$ cat config.mk
export PLATFORM = sky130hd
export DESIGN_NAME = poly_operand_bank_flat
export DESIGN_NICKNAME = d
export VERILOG_FILES = /design/src/rtl/poly_operand_bank_if.sv /design/src/rtl/poly_operand_bank.sv /design/src/flat_wrapper.sv
export SDC_FILE = /design/constraint.sdc
export NUM_CORES = 2
export LEC_CHECK = 0
export ABC_CLOCK_PERIOD_IN_PS = 3200
export CELL_PAD_IN_SITES_DETAIL_PLACEMENT = 1
export CELL_PAD_IN_SITES_GLOBAL_PLACEMENT = 2
export CORE_MARGIN = 3
export CORE_UTILIZATION = 47
export CTS_CLUSTER_SIZE = 12
export DETAILED_ROUTE_END_ITERATION = 6
export GPL_TIMING_DRIVEN = 0
export PLACE_DENSITY_LB_ADDON = 0.1
export SLEW_MARGIN = 20
export SYNTH_ARGS = -nofsm -noshare
export SYNTH_HDL_FRONTEND = slang
export SYNTH_SLANG_ARGS = --single-unit
$ cat constraint.sdc
create_clock -name clock_i -period 3.2 [get_ports clock_i]
set_input_delay 0.64 -clock clock_i [delete_from_list [all_inputs] [get_ports clock_i]]
set_output_delay 0.64 -clock clock_i [all_outputs]
set_load 0.03 [all_outputs]
$ cat src/rtl/poly_operand_bank_if.sv
// poly_operand_bank_if
//   Handshake bundle for poly_operand_bank.
//   Load stream : in_sel_i, in_valid_i, in_data_i -> in_ready_o
//   Result in   : res_en_i, res_din_i (one N-word column) -> res_ready_o
//   Result out  : out_valid_o, out_data_o -> out_ready_i
//   master = word source / result sink, slave = the operand bank.
interface poly_operand_bank_if #(
  parameter int WORD_WIDTH = 17,
  parameter int N          = 5
);
  logic [1:0]              in_sel_i;
  logic                    in_valid_i;
  logic [WORD_WIDTH-1:0]   in_data_i;
  logic                    in_ready_o;
  logic                    res_en_i;
  logic [N*WORD_WIDTH-1:0] res_din_i;
  logic                    res_ready_o;
  logic                    out_valid_o;
  logic [WORD_WIDTH-1:0]   out_data_o;
  logic                    out_ready_i;

  modport master (
    output in_sel_i, in_valid_i, in_data_i, res_en_i, res_din_i, out_ready_i,
    input  in_ready_o, res_ready_o, out_valid_o, out_data_o
  );

  modport slave (
    input  in_sel_i, in_valid_i, in_data_i, res_en_i, res_din_i, out_ready_i,
    output in_ready_o, res_ready_o, out_valid_o, out_data_o
  );
endinterface

$ cat src/rtl/poly_operand_bank.sv
// poly_operand_bank
//   Operand/result register bank for the AMNS Montgomery multiplier.
//   A, B, M (N*S words) and M_prime_0 (N words) are loaded word-serially;
//   each accepted word enters the top word and the register shifts toward
//   word 0. RES collects S columns of N words, then drains N*S words.
// Ports:
//   clock_i, reset_i (async, active low), clear_i (sync clear of control)
//   bus                : poly_operand_bank_if.slave (load / capture / drain)
//   A_coeff_rot_i[S]   : per-chunk rotate of A
//   B_shift_i, M_shift_i, MP0_rot_i : register commands
//   A_dout_o, B_dout_o, M_dout_o, MP0_dout_o : taps to the DSP array
//   loaded_o[3:0] = {MP0,M,B,A} full flags, all_loaded_o = &loaded_o
// Build option:
//   POLY_BANK_ERR_EN adds err_o[2:0] (sticky): [0] load to full register,
//   [1] command dropped by load collision, [2] res_en_i during drain.
module poly_operand_bank #(
  parameter int WORD_WIDTH = 17,
  parameter int N          = 5,
  parameter int S          = 4
) (
  input  logic                    clock_i,
  input  logic                    reset_i,
  input  logic                    clear_i,
  poly_operand_bank_if.slave      bus,
  input  logic [S-1:0]            A_coeff_rot_i,
  input  logic                    B_shift_i,
  input  logic                    M_shift_i,
  input  logic                    MP0_rot_i,
  output logic [S*WORD_WIDTH-1:0] A_dout_o,
  output logic [N*WORD_WIDTH-1:0] B_dout_o,
  output logic [WORD_WIDTH-1:0]   M_dout_o,
  output logic [WORD_WIDTH-1:0]   MP0_dout_o,
  output logic [3:0]              loaded_o,
  output logic                    all_loaded_o
`ifdef POLY_BANK_ERR_EN
  ,
  output logic [2:0]              err_o
`endif
);
  localparam int DEPTH = N * S;
  localparam int CNT_W = $clog2(N * S + 1);
  localparam int CAP_W = $clog2(S + 1);

  typedef enum logic [1:0] {ST_IDLE, ST_COLLECT, ST_DRAIN} state_t;

  logic [WORD_WIDTH-1:0] r_a   [DEPTH];
  logic [WORD_WIDTH-1:0] r_b   [DEPTH];
  logic [WORD_WIDTH-1:0] r_m   [DEPTH];
  logic [WORD_WIDTH-1:0] r_p   [N];
  logic [WORD_WIDTH-1:0] r_res [DEPTH];
  logic [WORD_WIDTH-1:0] w_a_next   [DEPTH];
  logic [WORD_WIDTH-1:0] w_b_next   [DEPTH];
  logic [WORD_WIDTH-1:0] w_m_next   [DEPTH];
  logic [WORD_WIDTH-1:0] w_p_next   [N];
  logic [WORD_WIDTH-1:0] w_res_next [DEPTH];

  logic [3:0]       w_loaded;
  logic             w_in_ready;
  logic             w_accept;
  logic [3:0]       w_acc;
  state_t           r_state, w_state_next;
  logic [CAP_W-1:0] r_cap_cnt;
  logic [CNT_W-1:0] r_drain_cnt;
  logic             w_capture;
  logic             w_xfer;
  logic             w_last_cap;
  logic             w_last_xfer;

  // ---------------- load handshake ----------------
  assign w_in_ready = !w_loaded[bus.in_sel_i];
  // clear_i swallows a same-cycle accept so the counters restart cleanly
  assign w_accept   = bus.in_valid_i & w_in_ready & !clear_i;
  assign w_acc      = {4{w_accept}} & (4'b0001 << bus.in_sel_i);

  assign bus.in_ready_o = w_in_ready;
  assign loaded_o       = w_loaded;
  assign all_loaded_o   = &w_loaded;

  // Per-register word counters; MP0 is only N words deep.
  genvar gi;
  generate
    for (gi = 0; gi < 4; gi++) begin : g_cnt
      localparam int DEP = (gi == 3) ? N : DEPTH;
      localparam logic [CNT_W-1:0] LAST = CNT_W'(DEP - 1);
      logic [CNT_W-1:0] r_cnt;
      logic             r_full;
      always_ff @(posedge clock_i or negedge reset_i) begin
        if (!reset_i) begin
          r_cnt  <= '0;
          r_full <= 1'b0;
        end else if (clear_i) begin
          r_cnt  <= '0;
          r_full <= 1'b0;
        end else if (w_acc[gi]) begin
          r_cnt <= r_cnt + 1'b1;
          if (r_cnt == LAST) r_full <= 1'b1;
        end
      end
      assign w_loaded[gi] = r_full;
    end
  endgenerate

  // ---------------- operand next values (load beats command) ----------------
  always_comb begin
    w_a_next = r_a;
    if (w_acc[0]) begin
      for (int k = 0; k < DEPTH - 1; k++) w_a_next[k] = r_a[k+1];
      w_a_next[DEPTH-1] = bus.in_data_i;
    end else begin
      for (int j = 0; j < S; j++) begin
        if (A_coeff_rot_i[j]) begin
          for (int i = 0; i < N - 1; i++) w_a_next[N*j+i] = r_a[N*j+i+1];
          w_a_next[N*j+N-1] = r_a[N*j];
        end
      end
    end
  end

  always_comb begin
    w_b_next = r_b;
    if (w_acc[1]) begin
      for (int k = 0; k < DEPTH - 1; k++) w_b_next[k] = r_b[k+1];
      w_b_next[DEPTH-1] = bus.in_data_i;
    end else if (B_shift_i) begin
      for (int k = 0; k < DEPTH - 1; k++) w_b_next[k] = r_b[k+1];
      w_b_next[DEPTH-1] = '0;
    end
  end

  always_comb begin
    w_m_next = r_m;
    if (w_acc[2]) begin
      for (int k = 0; k < DEPTH - 1; k++) w_m_next[k] = r_m[k+1];
      w_m_next[DEPTH-1] = bus.in_data_i;
    end else if (M_shift_i) begin
      for (int k = 0; k < DEPTH - 1; k++) w_m_next[k] = r_m[k+1];
      w_m_next[DEPTH-1] = '0;
    end
  end

  always_comb begin
    w_p_next = r_p;
    if (w_acc[3]) begin
      for (int k = 0; k < N - 1; k++) w_p_next[k] = r_p[k+1];
      w_p_next[N-1] = bus.in_data_i;
    end else if (MP0_rot_i) begin
      for (int k = 0; k < N - 1; k++) w_p_next[k] = r_p[k+1];
      w_p_next[N-1] = r_p[0];
    end
  end

  // ---------------- result FSM ----------------
  assign w_capture   = bus.res_en_i & (r_state != ST_DRAIN) & !clear_i;
  assign w_xfer      = (r_state == ST_DRAIN) & bus.out_ready_i & !clear_i;
  assign w_last_cap  = (r_cap_cnt == CAP_W'(S - 1));
  assign w_last_xfer = (r_drain_cnt == CNT_W'(DEPTH - 1));

  always_ff @(posedge clock_i or negedge reset_i) begin
    if (!reset_i) r_state <= ST_IDLE;
    else          r_state <= w_state_next;
  end

  always_comb begin
    w_state_next = r_state;
    if (clear_i) begin
      w_state_next = ST_IDLE;
    end else begin
      case (r_state)
        ST_IDLE, ST_COLLECT: begin
          if (w_capture) w_state_next = w_last_cap ? ST_DRAIN : ST_COLLECT;
        end
        ST_DRAIN: begin
          if (w_xfer && w_last_xfer) w_state_next = ST_IDLE;
        end
        default: w_state_next = ST_IDLE;
      endcase
    end
  end

  always_comb begin
    bus.res_ready_o = (r_state != ST_DRAIN);
    bus.out_valid_o = (r_state == ST_DRAIN);
  end

  always_ff @(posedge clock_i or negedge reset_i) begin
    if (!reset_i) begin
      r_cap_cnt   <= '0;
      r_drain_cnt <= '0;
    end else if (clear_i) begin
      r_cap_cnt   <= '0;
      r_drain_cnt <= '0;
    end else begin
      if (w_capture) r_cap_cnt <= w_last_cap ? '0 : r_cap_cnt + 1'b1;
      if (w_xfer)    r_drain_cnt <= w_last_xfer ? '0 : r_drain_cnt + 1'b1;
    end
  end

  // Capture pushes a whole column into the top N words; drain pops word 0.
  always_comb begin
    w_res_next = r_res;
    if (w_capture) begin
      for (int k = 0; k < DEPTH - N; k++) w_res_next[k] = r_res[k+N];
      for (int i = 0; i < N; i++)
        w_res_next[DEPTH-N+i] = bus.res_din_i[i*WORD_WIDTH +: WORD_WIDTH];
    end else if (w_xfer) begin
      for (int k = 0; k < DEPTH - 1; k++) w_res_next[k] = r_res[k+1];
      w_res_next[DEPTH-1] = '0;
    end
  end

  assign bus.out_data_o = r_res[0];

  // ---------------- data storage ----------------
  always_ff @(posedge clock_i or negedge reset_i) begin
    if (!reset_i) begin
      for (int k = 0; k < DEPTH; k++) begin
        r_a[k]   <= '0;
        r_b[k]   <= '0;
        r_m[k]   <= '0;
        r_res[k] <= '0;
      end
      for (int k = 0; k < N; k++) r_p[k] <= '0;
    end else begin
      r_a   <= w_a_next;
      r_b   <= w_b_next;
      r_m   <= w_m_next;
      r_p   <= w_p_next;
      r_res <= w_res_next;
    end
  end

  // ---------------- output taps ----------------
  generate
    for (gi = 0; gi < S; gi++) begin : g_a_tap
      assign A_dout_o[gi*WORD_WIDTH +: WORD_WIDTH] = r_a[N*gi];
    end
    for (gi = 0; gi < N; gi++) begin : g_b_tap
      assign B_dout_o[gi*WORD_WIDTH +: WORD_WIDTH] = r_b[gi*S];
    end
  endgenerate

  assign M_dout_o   = r_m[0];
  assign MP0_dout_o = r_p[0];

`ifdef POLY_BANK_ERR_EN
  logic [2:0] r_err;
  logic [2:0] w_err_set;

  assign w_err_set[0] = bus.in_valid_i & !w_in_ready;
  assign w_err_set[1] = (w_acc[0] & |A_coeff_rot_i) | (w_acc[1] & B_shift_i) |
                        (w_acc[2] & M_shift_i)      | (w_acc[3] & MP0_rot_i);
  assign w_err_set[2] = bus.res_en_i & (r_state == ST_DRAIN);

  always_ff @(posedge clock_i or negedge reset_i) begin
    if (!reset_i)     r_err <= '0;
    else if (clear_i) r_err <= '0;
    else              r_err <= r_err | w_err_set;
  end

  assign err_o = r_err;
`endif
endmodule

$ cat src/flat_wrapper.sv
// flat-port wrapper written by rule: the top's interface ports become plain ports
module poly_operand_bank_flat 
#(
  parameter int WORD_WIDTH = 17,
  parameter int N          = 5,
  parameter int S          = 4
)
  (clock_i, reset_i, clear_i, A_coeff_rot_i, B_shift_i, M_shift_i, MP0_rot_i, A_dout_o, B_dout_o, M_dout_o, MP0_dout_o, loaded_o, all_loaded_o, bus_in_sel_i, bus_in_valid_i, bus_in_data_i, bus_res_en_i, bus_res_din_i, bus_out_ready_i, bus_in_ready_o, bus_res_ready_o, bus_out_valid_o, bus_out_data_o);
  poly_operand_bank_if #(.WORD_WIDTH(WORD_WIDTH), .N(N)) bus_i ();
  input  logic clock_i;
  input  logic reset_i;
  input  logic clear_i;
  input  logic [S-1:0] A_coeff_rot_i;
  input  logic B_shift_i;
  input  logic M_shift_i;
  input  logic MP0_rot_i;
  output logic [S*WORD_WIDTH-1:0] A_dout_o;
  output logic [N*WORD_WIDTH-1:0] B_dout_o;
  output logic [WORD_WIDTH-1:0] M_dout_o;
  output logic [WORD_WIDTH-1:0] MP0_dout_o;
  output logic [3:0] loaded_o;
  output logic all_loaded_o;
  input wire logic [$bits(bus_i.in_sel_i)-1:0] bus_in_sel_i;
  input wire logic [$bits(bus_i.in_valid_i)-1:0] bus_in_valid_i;
  input wire logic [$bits(bus_i.in_data_i)-1:0] bus_in_data_i;
  input wire logic [$bits(bus_i.res_en_i)-1:0] bus_res_en_i;
  input wire logic [$bits(bus_i.res_din_i)-1:0] bus_res_din_i;
  input wire logic [$bits(bus_i.out_ready_i)-1:0] bus_out_ready_i;
  output wire logic [$bits(bus_i.in_ready_o)-1:0] bus_in_ready_o;
  output wire logic [$bits(bus_i.res_ready_o)-1:0] bus_res_ready_o;
  output wire logic [$bits(bus_i.out_valid_o)-1:0] bus_out_valid_o;
  output wire logic [$bits(bus_i.out_data_o)-1:0] bus_out_data_o;
  assign bus_i.in_sel_i = bus_in_sel_i;
  assign bus_i.in_valid_i = bus_in_valid_i;
  assign bus_i.in_data_i = bus_in_data_i;
  assign bus_i.res_en_i = bus_res_en_i;
  assign bus_i.res_din_i = bus_res_din_i;
  assign bus_i.out_ready_i = bus_out_ready_i;
  assign bus_in_ready_o = bus_i.in_ready_o;
  assign bus_res_ready_o = bus_i.res_ready_o;
  assign bus_out_valid_o = bus_i.out_valid_o;
  assign bus_out_data_o = bus_i.out_data_o;
  poly_operand_bank #(.WORD_WIDTH(WORD_WIDTH), .N(N), .S(S)) u_core (.clock_i(clock_i), .reset_i(reset_i), .clear_i(clear_i), .bus(bus_i), .A_coeff_rot_i(A_coeff_rot_i), .B_shift_i(B_shift_i), .M_shift_i(M_shift_i), .MP0_rot_i(MP0_rot_i), .A_dout_o(A_dout_o), .B_dout_o(B_dout_o), .M_dout_o(M_dout_o), .MP0_dout_o(MP0_dout_o), .loaded_o(loaded_o), .all_loaded_o(all_loaded_o));
endmodule
==> impl_metrics.csv <==
group,metric,value,unit
status,status,"finished, final reports clean",
global_routing,track_usage,24.5,%
global_routing,use_met2,40.0,%
yosys,synth_nets,4572,
sta,period_share,95.1,%
worst_hold_path,min_path_type,"in2reg",
job,maxCapViolations,0,
clock_tree,cts_max_level,4,
layout,synthToLayoutAreaGrowth,17.7,%
setup_path,r2r-start,"u_core.r_state[1]",
pwr,ir_drop,0.542,mV
sta,worst_pin_slew,1040,ps
yosys,syn_inst,4448,
sta,max_slew_margin,30.3,%
worst_hold_path,min_to,"u_core.g_cnt[3].r_full",
clock_tree,clk_pin_slew,60,ps
die,die_w,370,um
detailed_routing,vias_per_cell,5.47,
sta,drv_slew,0,
die,initial_core_util,47.7,%
yosys,synth.distinct_cells,52,
layout,layout.nets,5061,
setup_path,cp_max_fo,8,
yosys,synth_area_leader_cell,"dfrtp_1",
pwr,power_density,692,mW/mm^2
place,port_buffers,319,
setup_path,worstSetupPathType,"reg2out",
die,ioPinCount,329,
clock_tree,clockRootBuffer,"clkbuf_16",
setup_path,required,2560,ps
clock_tree,clk-insertion-delay-late,770,ps
yosys,synth-edff-count,0,
yosys,synth_top_area_share,59.6,%
setup_path,cp-end-kind,"primary output",
global_routing,grtUsageMet1,32.9,%
die,core,0.130,mm^2
clock_tree,cts_made_buffers,158,
global_routing,grt_overflow_total,0,
yosys,async_flop_share,100,%
yosys,yosysSeqAreaShare,59.6,%
pwr,internal-power,36.7,mW
pwr,power_frac_comb,16.0,%
setup_path,setup.worst_path.start_class,"register",
die,rows,132,
sta,finalHoldViolations,0,
detailed_routing,vias,37200,
detailed_routing,detail-route-antenna-nets,0,
die,dieArea,0.137,mm^2
detailed_routing,first_iter_violations,1906,
die,die_y,370,um
yosys,syn_avg_cell_area,14.0,um^2
layout,fin_cells,6812,
global_routing,grt_first_pass_wirelength,256,mm
pwr,clockPowerShare,36.0,%
global_routing,grt_pass1_vias,40400,
global_routing,antenna_found_initial,36,
sta,tns,0,ps
sta,finalClockSkew,23.7,ps
detailed_routing,drtPass1Iterations,5,
place,post-dp-hpwl,121,mm
clock_tree,cts.path.max_buffers,3,
yosys,synth-main-ff-cell,"dfrtp_1",
setup_path,worstReg2RegEnd,"u_core.r_res[274]",
sta,post-route-min-period,3040,ps
global_routing,use_met3,5.75,%
global_routing,grt-busiest-layer,"met2",
sta,setup_violations,0,
layout,drive_gt1_share,30.5,%
worst_hold_path,holdPathStages,3,
setup_path,ff2ff_path_depth,6,
pwr,p_leak,34.1,nW
pwr,p_seq_share,48.0,%
layout,finish.utilization,56.1,%
sta,fmax,328,MHz
clock_tree,cts_sinks,1479,
yosys,synth_area_leaders,"dfrtp_1, mux2_2, mux2i_1",
global_routing,grt_max_degree,146,
detailed_routing,drc,0,
worst_hold_path,worstHoldStart,"bus_in_sel_i[1]",
clock_tree,cts_tree,"built",
setup_path,arrival,2400,ps
yosys,mappedNetlistArea,0.0621,mm^2
detailed_routing,wl_per_cell,24.3,um
place,dp.cells,6520,
yosys,synth-seq-cells,1479,
place,gp_congestion,0.894,
yosys,ys_warn_count,0,
detailed_routing,wl,165,mm
pwr,p_sw_share,27.4,%
sta,grt_setup_unrepaired,"false",
pwr,power_switching,13.9,mW
setup_path,r2r_setup_slack,330,ps
-- timing repair --
action,4_1_cts,5_1_grt
setup endpoints to repair,2,3
pin swaps,0,1
hold buffers,1,0
gates resized for setup,15,7
setup buffers,0,0
cloned,0,0
hold endpoints to repair,72,0
-- state kept, by name, indices dropped and copies added, names as in the netlist, 5 cells and up --
name / flops
u_core.M_dout_o: 17
u_core.r_b: 255
u_core.B_dout_o: 85
u_core.g_cnt.r_cnt: 20
u_core.r_res: 323
u_core.A_dout_o: 68
u_core.r_m: 323
u_core.bus.out_data_o: 17
u_core.MP0_dout_o: 17
u_core.r_a: 272
u_core.r_drain_cnt: 5
u_core.r_p: 68
-- metrics by stage --
stage	area (um^2)	hold slack, ps	setup slack [ps]	power (mW)
after global placement	67500	462	-66450	32.4
after CTS	73100	270	2.32	51.3
after floorplan	62100	344	557	29.0
final	73100	337	156	50.6
after global routing	73100	318	20.5	53.1
after detailed placement	67800	468	-718	32.8
-- worst max-delay path by stage --
stage,from,endpoint,slack [ps]
after floorplan,bus_in_sel_i[1],bus_in_ready_o,560
after global placement,reset_i,u_core.A_dout_o[26],-66450
after detailed placement,bus_in_sel_i[1],bus_in_ready_o,-720
after CTS,u_core.r_state[1],bus_res_ready_o,2
after global routing,u_core.r_state[1],bus_res_ready_o,20
final,u_core.g_cnt[1].r_full,bus_in_ready_o,160
-- critical path: stages, from the launching register on --
cell and delay, ps:
dfrtp_2 500, or2_2 320, clkbuf_1 230, a31oi_4 340, buf_2 260
-- cell type report --
cell class / instances / area (um^2)
fillers: 12500 / 57200
flip-flops and latches: 1479 / 37000
multi-input cells: 2424 / 21600
clock buffers: 245 / 4800
repair buffers: 331 / 3520
plain buffers: 536 / 3470
well taps: 1742 / 2180
clock inverters: 30 / 425
diodes: 18 / 45.0
inverters: 7 / 26.3
-- cells in the final DEF (no fill, tap or decap), types with 3 or more instances in the layout --
| cell | count |
|---|---|
| nor2_1 | 5 |
| clkbuf_16 | 159 |
| buf_2 | 64 |
| nand4b_1 | 3 |
| nand3b_1 | 3 |
| nor2b_1 | 54 |
| nand4_1 | 287 |
| clkinv_8 | 6 |
| buf_4 | 251 |
| inv_1 | 6 |
| clkdlybuf4s50_1 | 316 |
| bufinv_16 | 3 |
| buf_6 | 58 |
| dfrtp_1 | 1477 |
| inv_16 | 3 |
| clkbuf_8 | 50 |
| nand3_1 | 101 |
| or4_1 | 7 |
| a221o_1 | 3 |
| buf_16 | 12 |
| o21ai_0 | 381 |
| mux2_1 | 210 |
| ha_1 | 7 |
| clkinv_16 | 3 |
| nand2_1 | 8 |
| a21oi_1 | 27 |
| and2_1 | 3 |
| o31ai_1 | 8 |
| diode_2 | 18 |
| mux2i_1 | 374 |
| nand2b_1 | 4 |
| clkbuf_1 | 191 |
| or3_1 | 8 |
| clkinv_2 | 11 |
| mux2_2 | 897 |
| buf_1 | 8 |
-- Yosys cell counts (2+ instances only) --
master / number
a21oi_1: 27
nand3_1: 101
mux2_2: 897
o31ai_1: 8
and3b_1: 2
o21ai_0: 381
nor2_1: 6
and2_1: 3
a21oi_2: 2
nor2b_1: 55
nor4bb_1: 2
nand3b_1: 3
or4_1: 7
buf_2: 64
a221o_1: 3
mux2_1: 210
nand4b_1: 3
buf_4: 250
ha_1: 7
or3_1: 8
inv_1: 6
buf_6: 57
clkbuf_1: 158
dfrtp_1: 1479
a31oi_1: 3
nand2_1: 8
buf_1: 9
nand4_1: 287
mux2i_1: 374
nor3_1: 2
or2_2: 2
nand2b_1: 4
-- power groups by stage --
stage                     combinational (mW)  sequential, mW  clock [mW]
after global placement                  7.66            24.7           0
after global routing                    8.83            24.7        19.5
after detailed placement                8.17            24.6           0
after floorplan                         5.57            23.4           0
final                                   8.09            24.3        18.2
after CTS                               8.23            24.3        18.7
-- routing by layer --
layer	share of wire (%)	wire length, um
met1	45	73600
met3	5.1	8420
met2	48	78900
met5	0.094	156
met4	2.6	4250
-- kinds of logic after synthesis --
| family | Yosys count | synth area share [%] |
|---|---|---|
| adders and majority gates | 7 | 0.141 |
| buffers and inverters | 545 | 5.62 |
| AOI/OAI and AO/OA | 433 | 3.63 |
| and+or+nand+nor | 503 | 4.92 |
| DFF | 1479 | 59.6 |
| muxes | 1481 | 26.1 |
No activity file was read; power rests on OpenSTA's default activity.
